===== src/rtl/merge_pkg.sv =====
// Shared types and helpers for the merge-sort upper layer merge stage.
package merge_pkg;

   typedef enum logic [2:0] {
      IDLE,
      MERGE,
      DRAIN_A,
      DRAIN_B,
      DONE
   } merge_state_t;

   // Counter must hold 0..n inclusive, so size for n+1 values.
   function automatic int cnt_width(input int n);
      return (n < 1) ? 1 : $clog2(n + 1);
   endfunction

endpackage


===== src/rtl/merge_select_unit_min_select.sv =====
// Unsigned compare-and-select of two chain heads; ties resolve to A for a stable merge.
module min_select #(
   parameter int DATA_WIDTH = 8
) (
   input  logic [DATA_WIDTH-1:0] a,
   input  logic [DATA_WIDTH-1:0] b,
   output logic                  sel_a,
   output logic [DATA_WIDTH-1:0] min_val
);

   assign sel_a   = (a <= b);
   assign min_val = sel_a ? a : b;

endmodule


===== src/rtl/merge_select_unit.sv =====
// Merges two ascending shift chains (A, B) into one ascending stream of 2*TRAIN_LENGTH
// elements, popping the consumed chain head each cycle.
module merge_select_unit
   import merge_pkg::*;
#(
   parameter int TRAIN_LENGTH = 3,
   parameter int DATA_WIDTH   = 8
) (
   input  logic                  clk,
   input  logic                  reset,
   input  logic                  start,
   input  logic [DATA_WIDTH-1:0] a_data,
   input  logic [DATA_WIDTH-1:0] b_data,
   output logic                  shift_a,
   output logic                  shift_b,
   output logic [DATA_WIDTH-1:0] out_data,
   output logic                  out_valid,
   output logic                  busy,
   output logic                  done
);

   localparam int            CW   = cnt_width(TRAIN_LENGTH);
   localparam logic [CW-1:0] LAST = CW'(TRAIN_LENGTH);

   merge_state_t          state_q, state_d;
   logic [CW-1:0]         cnt_a_q, cnt_a_d;
   logic [CW-1:0]         cnt_b_q, cnt_b_d;
   logic [DATA_WIDTH-1:0] out_data_q, out_data_d;
   logic                  out_valid_q, out_valid_d;
   logic                  done_q, done_d;
   logic                  shift_a_c, shift_b_c;
   logic                  sel_a;
   logic [DATA_WIDTH-1:0] min_val;

   min_select #(.DATA_WIDTH(DATA_WIDTH)) u_min_select (
      .a       (a_data),
      .b       (b_data),
      .sel_a   (sel_a),
      .min_val (min_val)
   );

   always_comb begin
      state_d     = state_q;
      cnt_a_d     = cnt_a_q;
      cnt_b_d     = cnt_b_q;
      out_data_d  = out_data_q;
      out_valid_d = 1'b0;
      done_d      = 1'b0;
      shift_a_c   = 1'b0;
      shift_b_c   = 1'b0;
      case (state_q)
         IDLE: begin
            if (start) begin
               state_d = MERGE;
               cnt_a_d = '0;
               cnt_b_d = '0;
            end
         end
         MERGE: begin
            out_valid_d = 1'b1;
            out_data_d  = min_val;
            if (sel_a) begin
               shift_a_c = 1'b1;
               cnt_a_d   = cnt_a_q + CW'(1);
               if (cnt_a_d == LAST) state_d = DRAIN_B;
            end else begin
               shift_b_c = 1'b1;
               cnt_b_d   = cnt_b_q + CW'(1);
               if (cnt_b_d == LAST) state_d = DRAIN_A;
            end
         end
         // Drains re-check the count so an exhausted chain is never popped.
         DRAIN_A: begin
            if (cnt_a_q != LAST) begin
               shift_a_c   = 1'b1;
               out_valid_d = 1'b1;
               out_data_d  = a_data;
               cnt_a_d     = cnt_a_q + CW'(1);
               if (cnt_a_d == LAST) state_d = DONE;
            end else begin
               state_d = DONE;
            end
         end
         DRAIN_B: begin
            if (cnt_b_q != LAST) begin
               shift_b_c   = 1'b1;
               out_valid_d = 1'b1;
               out_data_d  = b_data;
               cnt_b_d     = cnt_b_q + CW'(1);
               if (cnt_b_d == LAST) state_d = DONE;
            end else begin
               state_d = DONE;
            end
         end
         DONE: begin
            done_d  = 1'b1;
            state_d = IDLE;
         end
         default: state_d = IDLE;
      endcase
   end

   always_ff @(posedge clk or negedge reset) begin
      if (!reset) begin
         state_q     <= IDLE;
         cnt_a_q     <= '0;
         cnt_b_q     <= '0;
         out_data_q  <= '0;
         out_valid_q <= 1'b0;
         done_q      <= 1'b0;
      end else begin
         state_q     <= state_d;
         cnt_a_q     <= cnt_a_d;
         cnt_b_q     <= cnt_b_d;
         out_data_q  <= out_data_d;
         out_valid_q <= out_valid_d;
         done_q      <= done_d;
      end
   end

   assign shift_a   = shift_a_c;
   assign shift_b   = shift_b_c;
   assign out_data  = out_data_q;
   assign out_valid = out_valid_q;
   assign busy      = (state_q != IDLE);
   assign done      = done_q;

endmodule


===== config.mk =====
export PLATFORM = sky130hd
export DESIGN_NAME = merge_select_unit
export DESIGN_NICKNAME = d
export VERILOG_FILES = /design/src/rtl/merge_pkg.sv /design/src/rtl/merge_select_unit_min_select.sv /design/src/rtl/merge_select_unit.sv
export SDC_FILE = /design/constraint.sdc
export NUM_CORES = 1
export LEC_CHECK = 0
export ABC_AREA = 1
export BUFFER_PORTS_ARGS = -buffer_cell sky130_fd_sc_hd__buf_2
export CAP_MARGIN = 20
export CORE_MARGIN = 2
export CORE_UTILIZATION = 49
export CTS_CLUSTER_DIAMETER = 80
export DETAILED_ROUTE_END_ITERATION = 12
export PLACE_DENSITY = 0.76
export SETUP_SLACK_MARGIN = 0.15
export SLEW_MARGIN = 20
export SYNTH_ARGS = -nofsm -noshare
export SYNTH_HDL_FRONTEND = slang
export SYNTH_HIERARCHICAL = 1
export SYNTH_SLANG_ARGS = --single-unit

===== constraint.sdc =====
create_clock -name clk -period 1.6 [get_ports clk]
set_clock_uncertainty 0.2 [all_clocks]
set_input_delay 0.16 -clock clk [delete_from_list [all_inputs] [get_ports clk]]
set_output_delay 0.16 -clock clk [all_outputs]
set_load 0.1 [all_outputs]

==> run summary, run 1 <==
kind of the worst endpoint = output port
last stage reached = 5_1_grt
Clk Tree Root Cell = clkbuf_4
CTS H-tree depth = 1
initial antenna violation count = 0
post-synthesis sequential area ratio = 28.5%
FP Rows = 20
synthesized area = 0.00149 mm²
Synth Instances = 218
largest net degree at the start of global routing = 18
post-synthesis area per instance = 6.84 µm²
clk sinks = 17
gpl congestion = 0.892
I/O pin cnt = 32
Syn Nets = 249
Synth cell types = 22
cell taking the most area after synthesis = dfrtp_1
Max Buffers Root-to-Sink = 2
error msg = [ERROR DPL-0033] detailed placement checks failed during check placement.
synth warn = 6
CTS Buf Count = 3
Yosys reg bits = 17
initial core utilization = 50.1%
area share of the largest cell type after synthesis = 28.5%
HPWL Detailed = 3010 µm
grt repair worst endpoint = shift_b
port bufs = 31
status = did not finish
synth top area cells = dfrtp_1 29%, nand2_1 22%, ha_1 10%, inv_1 8.3%, nand3_1 7.4%
Die Span Y = 59.2 µm
Die W = 59.2 µm
cell usage after synthesis, drive strengths merged:
cell type / count
nand3: 23
nand2: 93
inv: 35
nor2: 14
nor3: 2
nand4: 1
o21ai: 9
o21bai: 2
a21oi: 6
ha: 12
dfrtp: 17
buf: 3
a21o: 1
cells by family after synthesis:
kind of cell               after synthesis  synth area share (%)
buffers and inverters                   38                  10.8
adders and majority gates               12                  10.1
and+or+nand+nor                        133                  42.0
AOI/OAI and AO/OA                       18                  8.56
DFF                                     17                  28.5
per-stage QoR:
stage,hold slack [ns],setup WS [ns],area [µm²],cells
after floorplan,-0.336,-0.0818,1710,218
after global placement,-0.0840,-0.305,2180,312
after detailed placement,-0.0813,-0.374,2180,312
after CTS,0.0623,-0.233,2550,333
what timing repair did:
item | in CTS
hold endpoints to repair | 17
pin swaps | 10
buffers inserted | 15
resized for setup | 50
setup endpoints to repair | 25
gates cloned | 1
hold buffers | 1
==> run 2: changes to the inputs <==
--- a/config.mk
+++ b/config.mk
@@ -9,11 +9,9 @@
 export BUFFER_PORTS_ARGS = -buffer_cell sky130_fd_sc_hd__buf_2
 export CAP_MARGIN = 20
 export CORE_MARGIN = 2
-export CORE_UTILIZATION = 49
-export CTS_CLUSTER_DIAMETER = 80
+export CORE_UTILIZATION = 40
 export DETAILED_ROUTE_END_ITERATION = 12
-export PLACE_DENSITY = 0.76
-export SETUP_SLACK_MARGIN = 0.15
+export PLACE_DENSITY_LB_ADDON = 0.15
 export SLEW_MARGIN = 20
 export SYNTH_ARGS = -nofsm -noshare
 export SYNTH_HDL_FRONTEND = slang
==> constraint.sdc (replaced) <==
create_clock -name clk -period 2.1 [get_ports clk]
set_clock_uncertainty 0.2 [all_clocks]
set_input_delay 0.21 -clock clk [delete_from_list [all_inputs] [get_ports clk]]
set_output_delay 0.21 -clock clk [all_outputs]
set_load 0.1 [all_outputs]
==> run 2 against run 1 <==
- the flow now finishes without violations
- area after synthesis unchanged
- synthesized cell count unchanged
==> run summary, run 2 <==
Placed Cells = 300 (-3.8%)
total grt overflow = 0
endpoint type of the worst setup path = output pin
synth warn = 6 (unchanged)
setup_tns = 0 ns
worst skew pair latency = 0.25 ns
crit-path max FO = 10
synthesized area = 0.00149 mm² (unchanged)
Nets = 292
CTS tree = done
Max Buffers Root-to-Sink = 2 (unchanged)
Hold/Removal Path Class = in2reg
startpoint types = input pin
clock network power share = 7.5%
Synth cell types = 22 (unchanged)
DRC Markers = 0
Hold Crit Start = a_data[7]
clk sinks = 17 (unchanged)
Finished Layout Cells = 308
vias in the first global route = 1223
port bufs = 31 (unchanged)
cell taking the most area after synthesis = dfrtp_1
switching pwr = 0.00195 W
Vias/cell = 4.57
Final min period = 2.00 ns
die area = 0.00423 mm²
WL final = 3370 µm
area share of the largest cell type after synthesis = 28.5% (unchanged)
I/O pin cnt = 32 (unchanged)
initial core utilization = 41.0% (-9.0 points)
Worst-Margin Slew = 0.491 ns
WL/cell = 11.0 µm
FILL cells = 384
Post-synth EDFFs = 0 (unchanged)
top_reg_cell synth = dfrtp_1
Syn Nets = 249 (unchanged)
CP Launch Point = b_data[5]
CTS H-tree depth = 1 (unchanged)
R2R Path Start = state_q[0]
Sequential Area = 427 µm²
Comb pwr share = 73.6%
FP Rows = 22 (+10%)
crit path DAT = 1.59 ns
count leader, synth = nand2_1
antenna cells = 0
pre-CTS setup slack = 0.0184 ns (+0.392 ns)
asr flop ratio synth = 100% (unchanged)
CTS Buf Count = 3 (unchanged)
VDD IR max = 1300 µV
GRT Total Usage = 17.2%
Final Setup Violations = 0
fmax = 499 MHz
critical path class = in2out
Commonest cells post-synth = 87 x nand2_1, 33 x inv_1, 22 x nand3_1, 17 x dfrtp_1, 12 x ha_1
internal power = 0.00119 W
gpl congestion = 0.833 (-6.6%)
post-synthesis sequential area ratio = 28.5% (unchanged)
clk slew on worst S/H paths = 0.06 ns
largest net degree at the start of global routing = 18
Yosys reg bits = 17 (unchanged)
final worst slack = 0.0970 ns
area taken by multi-input logic gates = 938 µm²
Clk Tree Root Cell = clkbuf_8
max-slew violation count = 0
Fin. Hold Viols = 0
Data required, critical path = 1.69 ns
Synth Instances = 218 (unchanged)
Switching Share = 62.1%
Max Cap Viol = 0
hold_ws = 0.110 ns
Final ANT Viol Nets = 0
DRT iter0 DRCs = 73
max FFs per register = 8
Die Span Y = 65.1 µm (+10%)
CORE AREA = 0.00363 mm²
Die W = 65.1 µm (+10%)
Flop pwr share = 18.8%
area growth from synthesis to layout = 25.1%
Leak = 1.07 nW
TritonRoute pass-1 iters = 4
Rel. slew slack = 67.5%
HPWL Detailed = 2660 µm (-12%)
share of cells above drive strength 1 = 28.5%
most frequent cells in the layout = 84 x nand2_1, 32 x inv_1, 29 x buf_2
final core occ = 51.3%
period utilisation layout = 95.4%
first-pass GRT wire length = 5580 µm
DR vias = 1409
Pwr per Cell Area = 1690 mW/mm²
commonest non-fill, non-tap cell in the layout = nand2_1
synth top area cells = dfrtp_1 29%, nand2_1 22%, ha_1 10%, inv_1 8.3%, nand3_1 7.4%
initial antenna violation count = 0
post-synthesis area per instance = 6.84 µm² (unchanged)
status = finished, final reports clean
==> run 2: cell counts after synthesis <==
No cell type changed its count.
==> run 2: final timing paths <==
path / slack [ns] / end / depth (start not counted)
min reg2reg: 0.32 / out_data[7] / 2
max: 0.1 / shift_a / 11
max in group asynchronous: 1.18 / state_q[1] / 2
min in group asynchronous: 0.23 / out_data[4] / 2
min: 0.11 / out_data[7] / 5
max reg2reg: 0.40 / out_data[7] / 6
==> run 2: area by class of cell <==
| type | count | area share, % |
|---|---|---|
| timing repair buffer | 41 | 14.1 |
| clock buffer | 3 | 2.21 |
| clock inverter | 1 | 0.268 |
| inverter | 35 | 7.04 |
| tap | 48 | 3.22 |
| multi-input combinational | 163 | 50.3 |
| sequential | 17 | 22.9 |
==> run 2: metrics by stage <==
step                power, W  area (µm²)
floorplan            0.00248        1500
finish               0.00314        1870
global placement     0.00291        1760
CTS                  0.00316        1810
global route         0.00338        1870
detailed placement   0.00292        1760
==> run 2: cell families (layout without fill, tap and decap cells) <==
kind of cell	count (synthesis)	after routing	synth area share (%)
compound gates	18	18	8.56
flops	17	17	28.5
fa+ha+maj	12	12	10.1
simple gates	133	133	42.0
buf+inv	38	80	10.8
==> run 2: worst max-delay path, cell delays in order <==
cell and delay [ns]:
buf_2 0.10, inv_1 0.04, ha_1 0.27, a21oi_1 0.16, nor2_1 0.06, nor2_2 0.12, nand2_4 0.09, nand2_8 0.10
nand3_1 0.12, nand2_2 0.13, buf_12 0.17
==> run 2: repair_timing <==
action                                  in CTS  in global routing
endpoints found under the hold margin       17                  0
setup buffers                                0                  3
hold buffers                                 1                  0
resized for setup                            0                  6
endpoints found under the setup margin       0                  2
==> run 2: power groups by stage <==
| stage | Clock, W | Sequential [W] | Combinational (W) |
|---|---|---|---|
| 6_report | 0.000237 | 0.000592 | 0.00232 |
| 5_1_grt | 0.000261 | 0.000606 | 0.00251 |
| 4_1_cts | 0.000247 | 0.000588 | 0.00233 |
| 3_5_place_dp | 0 | 0.000594 | 0.00232 |
| 3_3_place_gp | 0 | 0.000593 | 0.00232 |
| 2_1_floorplan | 0 | 0.00118 | 0.00129 |
==> run 2: per-layer routing <==
metal	GRT usage (%)	part of all wire, %	wire length, µm	vias to the layer above
met3	3.99	4.0	135	2
met5	0	0	0	-
met1	22.4	49	1660	619
li1	-	-	-	760
met4	3.13	0.39	13	0
met2	29.3	46	1570	28
No activity file was read; power rests on OpenSTA's default activity.
